--- src/rtl/pc_sequencer.sv ---
// pc_sequencer: owns the PC, fetches one instruction at a time and selects the next PC on retire
module pc_sequencer #(
    parameter logic [31:0] RESET_VECTOR = 32'h0000_0000,
    parameter logic [31:0] TRAP_VECTOR  = 32'h0000_0100
) (
    input  logic        clk,
    input  logic        rst_n,
    input  logic        br_en,
    input  logic        br_taken,
    input  logic        jal,
    input  logic        jalr,
    input  logic [31:0] imm,
    input  logic [31:0] rs1,
    input  logic        retire,
    output logic        imem_req,
    output logic [31:0] imem_addr,
    input  logic        imem_ready,
    input  logic        imem_valid,
    input  logic [31:0] imem_rdata,
    output logic [31:0] instr,
    output logic        instr_valid,
    output logic [31:0] pc,
    output logic [31:0] pc_plus4,
    output logic        misalign,
    output logic [31:0] trap_epc
);

    typedef enum logic [1:0] {S_BOOT, S_FETCH, S_WAIT, S_EXEC} state_t;

    state_t      state_q, state_d;
    logic [31:0] pc_q, pc_d;
    logic [31:0] instr_q, instr_d;
    logic        instr_valid_q, instr_valid_d;
    logic        misalign_q, misalign_d;
    logic [31:0] trap_epc_q, trap_epc_d;
    logic [31:0] target;
    logic        do_retire;

    // Request is decoded from state so an asserted reset drops it without waiting for a clock
    assign imem_req    = (state_q == S_FETCH);
    assign imem_addr   = pc_q;
    assign pc          = pc_q;
    assign pc_plus4    = pc_q + 32'd4;
    assign instr       = instr_q;
    assign instr_valid = instr_valid_q;
    assign misalign    = misalign_q;
    assign trap_epc    = trap_epc_q;

    // Next-PC selection (jalr > jal > taken branch > pc+4) and FSM sequencing
    always_comb begin
        state_d       = state_q;
        pc_d          = pc_q;
        instr_d       = instr_q;
        instr_valid_d = instr_valid_q;
        misalign_d    = 1'b0;
        trap_epc_d    = trap_epc_q;
        target        = jalr ? ((rs1 + imm) & ~32'h1) :
                        (jal || (br_en && br_taken)) ? (pc_q + imm) : pc_plus4;
        do_retire     = (state_q == S_EXEC) && retire;
        case (state_q)
            S_BOOT:  state_d = S_FETCH;
            S_FETCH: state_d = imem_ready ? S_WAIT : S_FETCH;
            S_WAIT: begin
                if (imem_valid) begin
                    instr_d       = imem_rdata;
                    instr_valid_d = 1'b1;
                    state_d       = S_EXEC;
                end
            end
            default: begin
                if (do_retire) begin
                    misalign_d    = target[1];
                    trap_epc_d    = target[1] ? pc_q : trap_epc_q;
                    pc_d          = target[1] ? TRAP_VECTOR : target;
                    instr_valid_d = 1'b0;
                    state_d       = S_FETCH;
                end
            end
        endcase
    end

    // State and datapath registers with asynchronous active-low reset
    always_ff @(posedge clk or negedge rst_n) begin
        if (!rst_n) begin
            state_q       <= S_BOOT;
            pc_q          <= RESET_VECTOR;
            instr_q       <= 32'h0;
            instr_valid_q <= 1'b0;
            misalign_q    <= 1'b0;
            trap_epc_q    <= 32'h0;
        end else begin
            state_q       <= state_d;
            pc_q          <= pc_d;
            instr_q       <= instr_d;
            instr_valid_q <= instr_valid_d;
            misalign_q    <= misalign_d;
            trap_epc_q    <= trap_epc_d;
        end
    end

endmodule

--- config.mk ---
export PLATFORM = sky130hd
export DESIGN_NAME = pc_sequencer
export DESIGN_NICKNAME = d
export VERILOG_FILES = /design/src/rtl/pc_sequencer.sv
export SDC_FILE = /design/constraint.sdc
export NUM_CORES = 1
export LEC_CHECK = 0
export BUFFER_PORTS_ARGS = -buffer_cell sky130_fd_sc_hd__buf_2
export CAP_MARGIN = 25
export CORE_ASPECT_RATIO = 0.8
export CORE_MARGIN = 2
export CORE_UTILIZATION = 52
export CTS_CLUSTER_DIAMETER = 50
export DETAILED_ROUTE_END_ITERATION = 10
export PLACE_DENSITY_LB_ADDON = 0.12
export REMOVE_ABC_BUFFERS = 1
export SYNTH_ARGS = -nofsm -noshare
export SYNTH_HDL_FRONTEND = slang
export SYNTH_SLANG_ARGS = --single-unit
--- constraint.sdc ---
create_clock -name clk -period 3.4 [get_ports clk]
set_clock_uncertainty 0.15 [all_clocks]
set_input_delay 0.68 -clock clk [delete_from_list [all_inputs] [get_ports clk]]
set_output_delay 0.68 -clock clk [all_outputs]
set_load 0.02 [all_outputs]
==> impl_summary.txt <==
----------------------------------------------------
[Cells and area]
  Fraction of final layout cells sized beyond drive strength 1 ... 38.6%
  Most frequent standard cell in the layout excluding fill and tap cells ... sky130_fd_sc_hd__buf_2
  Count of filler cells inserted in the layout ... 1,281
  Most used cells in the layout excluding fill and tap cells ... 262 x sky130_fd_sc_hd__buf_2, 107 x sky130_fd_sc_hd__buf_4, 96 x sky130_fd_sc_hd__dfrtp_1
  Relative area change from synthesis to final layout ... 29.2%
  Count of nets after finishing ... 1,396

[Synth]
  Share of synthesized flip-flops with an asynchronous set or reset ... 100%
  Most frequently used flop master after synthesis ... sky130_fd_sc_hd__dfrtp_1
  Cells after synthesis ... 908
  Syn Std Cell Area ... 8120 sq um
  Warnings, synthesis ... 0
  Number of flops mapped to enable cells by yosys ... 0
  Number of synthesized register bits ... 98
  Mean area per synthesized cell ... 8.94 sq um
  Number of distinct library cell variants in the gate-level netlist after synthesis ... 74
  Seq/Total Area, Yosys ... 30.2%

[STA]
  Setup WS post-layout ... 0.0734 ns
  Number of hold-slack violations in the final timing report ... 0
  Worst-margin pin slew ... 0.733 ns
  Worst-case headroom to the max-slew limit ... 51.0%
  Final period util ... 97.8%
  Final setup fails ... 0
  Max Clock Freq ... 301 MHz
  Crit path time final ... 3.33 ns
  Slew Limit Fails ... 0

[Place]
  DP Worst Slack ... -0.245 ns
  Number of I/O port buffers ... 263
  Post-DP HPWL ... 20.9 mm
  Routability congestion estimate ... 0.962

[Route]
  Total length of routed wires ... 26.2 mm
  Avg WL per Cell ... 18.2 um
  Number of design-rule violations left by the first detailed-router iteration ... 621
  # DRC ... 0
  Detail Route Antenna Nets ... 0
  Total number of vias ... 8,182
  Average vias per placed instance ... 5.68
  Count of TritonRoute iterations in the first routing pass ... 5

[Floorplan]
  Initial cell density of the core ... 53.6%
  Top-level I/O count ... 268
  Die width ... 144 um
  Height of the chip ... 116 um
  Std cell rows ... 40
  Die footprint ... 16,600 sq um
  Core Region ... 15,200 sq um

[Clock network]
  Clock latency reported for the late side of the worst-skew pair ... 0.36 ns
  Clock slew at reported path FFs ... 0.08 ns
  Number of buffers added by the clock tree synthesis step ... 9
  Clock Tree Root ... sky130_fd_sc_hd__clkbuf_16
  Maximum buffer depth of the clock tree ... 2
  CTS H-tree lvls ... 3
  TritonCTS clock tree ... yes
  Post-cts hold buffer count ... 0
  # Post-CTS Setup Buffers ... 0
  Number of sinks driven by the clock tree ... 98

[Min path]
  Worst min-delay path class ... in -> async

[Worst setup path]
  Endpoint arrival time on the critical path ... 2.50 ns
  Capture instance of the worst register-to-register path ... imem_addr[31]
  CP required ... 2.57 ns
  Worst R2R Path Depth ... 9
  Maximum fanout along the worst path ... 7
  Kind of start point of the critical path ... register
  Register-to-register path setup slack ... 0.25 ns
  CP Class ... reg -> out
  Crit path capture type ... primary output
  Reg2Reg Launch Point ... imem_addr[7]

[Pwr]
  Leakage ... 5.36 nW
  Power density relative to cell area ... 826 nW/um^2
  Largest voltage drop on the vdd net ... 0.346 mV
  Total power ... 0.00866 W

[Global routing]
  Vias in the first global route ... 7,479
  Number of antenna violations at the first check in global routing ... 2
  First-pass GRT wire length ... 39.5 mm
  Total grt overflow ... 0
  Tot GR Track Use ... 30.9%
  Pin count of the biggest net entering global routing ... 57

[Outcome]
  Status ... finished clean

[Job]
  # Max-Cap Violations ... 0

----------------------------------------------------
-- repair_timing --
item,4_1_cts,5_1_grt
gates resized for setup,3,7
endpoints found under the setup margin,4,8
gates cloned,0,0
pin swaps,0,0
-- sequential cells by signal (all words and copies together) (netlist names) --
register,flops
instr,32
imem_addr,31
trap_epc,31
state_q,2
instr_valid,1
misalign,1
-- cells by family after synthesis --
logic type / count (synthesis) / share of synthesized area [%]
compound gates: 268 / 21.4
xor+xnor: 74 / 7.98
flops: 98 / 30.2
simple gates: 234 / 13.9
other cells: 1 / 0.0462
buf+inv: 95 / 6.25
fa+ha+maj: 67 / 10.4
mux: 71 / 9.80
-- cell type report --
type	instances	area [sq um]	area share (%)
Multi-Input combinational cell	718	5200	49.6
Tap cell	210	263	2.50
Clock inverter	7	76.3	0.727
Clock buffer	9	225	2.15
Sequential cell	98	2450	23.4
Inverter	25	93.8	0.894
Antenna cell	1	2.50	0.0238
Timing Repair Buffer	372	2170	20.7
-- routing by layer --
layer | routed length [um] | part of all wire, % | track usage, % | vias to the layer above
met3 | 1930 | 7.4 | 5.37 | 40
met2 | 11600 | 44 | 49.0 | 346
met4 | 507 | 1.9 | 8.37 | 2
met5 | 14 | 0.053 | 0 | -
met1 | 12100 | 46 | 43.8 | 3851
li1 | - | - | - | 3943
-- synth_stat cells, types with 3 or more instances --
library cell               instances  share of area [%]
sky130_fd_sc_hd__and3_1            9               0.69
sky130_fd_sc_hd__o22ai_1           5               0.39
sky130_fd_sc_hd__nor3_1           13               0.80
sky130_fd_sc_hd__xor2_1           31                3.3
sky130_fd_sc_hd__and2_1            3               0.23
sky130_fd_sc_hd__a21oi_1          71                4.4
sky130_fd_sc_hd__clkbuf_1         26                1.2
sky130_fd_sc_hd__a211oi_1         10               0.92
sky130_fd_sc_hd__dfrtp_1          98                 30
sky130_fd_sc_hd__a221o_1           3               0.37
sky130_fd_sc_hd__mux2_2           64                8.9
sky130_fd_sc_hd__a22oi_1           7               0.65
sky130_fd_sc_hd__o21bai_1          8               0.74
sky130_fd_sc_hd__nand2_1          81                3.7
sky130_fd_sc_hd__ha_1             66                 10
sky130_fd_sc_hd__a41oi_1           3               0.32
sky130_fd_sc_hd__nand3_1          22                1.4
sky130_fd_sc_hd__buf_1             4               0.18
sky130_fd_sc_hd__nand4_1          15                1.2
sky130_fd_sc_hd__o31ai_1           6               0.55
sky130_fd_sc_hd__mux2i_1           6               0.74
sky130_fd_sc_hd__a21o_1           21                1.9
sky130_fd_sc_hd__a22o_1            4               0.43
sky130_fd_sc_hd__inv_1            25                1.2
sky130_fd_sc_hd__o211ai_1          9               0.83
sky130_fd_sc_hd__nand2b_1         10               0.77
sky130_fd_sc_hd__o21a_1            9               0.83
sky130_fd_sc_hd__a31oi_1          14                1.1
sky130_fd_sc_hd__a311oi_1          3               0.32
sky130_fd_sc_hd__nor3b_1           3               0.28
sky130_fd_sc_hd__xnor2_1          43                4.6
sky130_fd_sc_hd__and4_1            8               0.86
sky130_fd_sc_hd__a222oi_1          3               0.37
sky130_fd_sc_hd__o21ai_0          63                3.9
sky130_fd_sc_hd__nor2_1           53                2.4
sky130_fd_sc_hd__or3_1             5               0.39
sky130_fd_sc_hd__nor2b_1           5               0.39
sky130_fd_sc_hd__buf_4            36                3.3
-- report_power, final --
group / internal, W / switching [W]
Sequential: 0.00168 / 0.000432
Clock: 0.000528 / 0.000538
Combinational: 0.00223 / 0.00326
Total: 0.00443 / 0.00423
-- worst max-delay path, cell delays in order, from the launching register on --
cell                      delay, ns
sky130_fd_sc_hd__dfrtp_1       0.54
sky130_fd_sc_hd__nand4_1       0.24
sky130_fd_sc_hd__nor2_1        0.34
sky130_fd_sc_hd__nand3_2       0.16
sky130_fd_sc_hd__buf_4         0.18
sky130_fd_sc_hd__nor2_1        0.12
sky130_fd_sc_hd__xor2_1        0.31
sky130_fd_sc_hd__buf_2         0.24
-- worst max-delay path by stage --
stage | start | to | slack, ns | cells past startpoint
after floorplan | br_en | trap_epc[0] | -0.07 | 5
after global placement | imm[1] | imem_addr[30] | -0.22 | 15
after detailed placement | imm[1] | imem_addr[30] | -0.25 | 15
after CTS | imem_addr[9] | pc_plus4[22] | 0.008 | 7
after global routing | imem_addr[8] | pc_plus4[23] | -0.009 | 7
final | imem_addr[8] | pc_plus4[23] | 0.07 | 7
-- stage by stage --
stage               instance area, sq um  cells  TNS (ns)  hold WS, ns  util (%)
finish                             10500   1440         0        0.163      69.2
global route                       10500   1440   -0.0120        0.214      69.2
CTS                                10500   1439         0        0.188      69.1
detailed placement                 10200   1423    -0.900        0.337      67.0
global placement                   10200   1423    -0.618        0.331      67.0
floorplan                           7720    841     -2.20        0.234         -
Power figures use the tool's default switching activity.
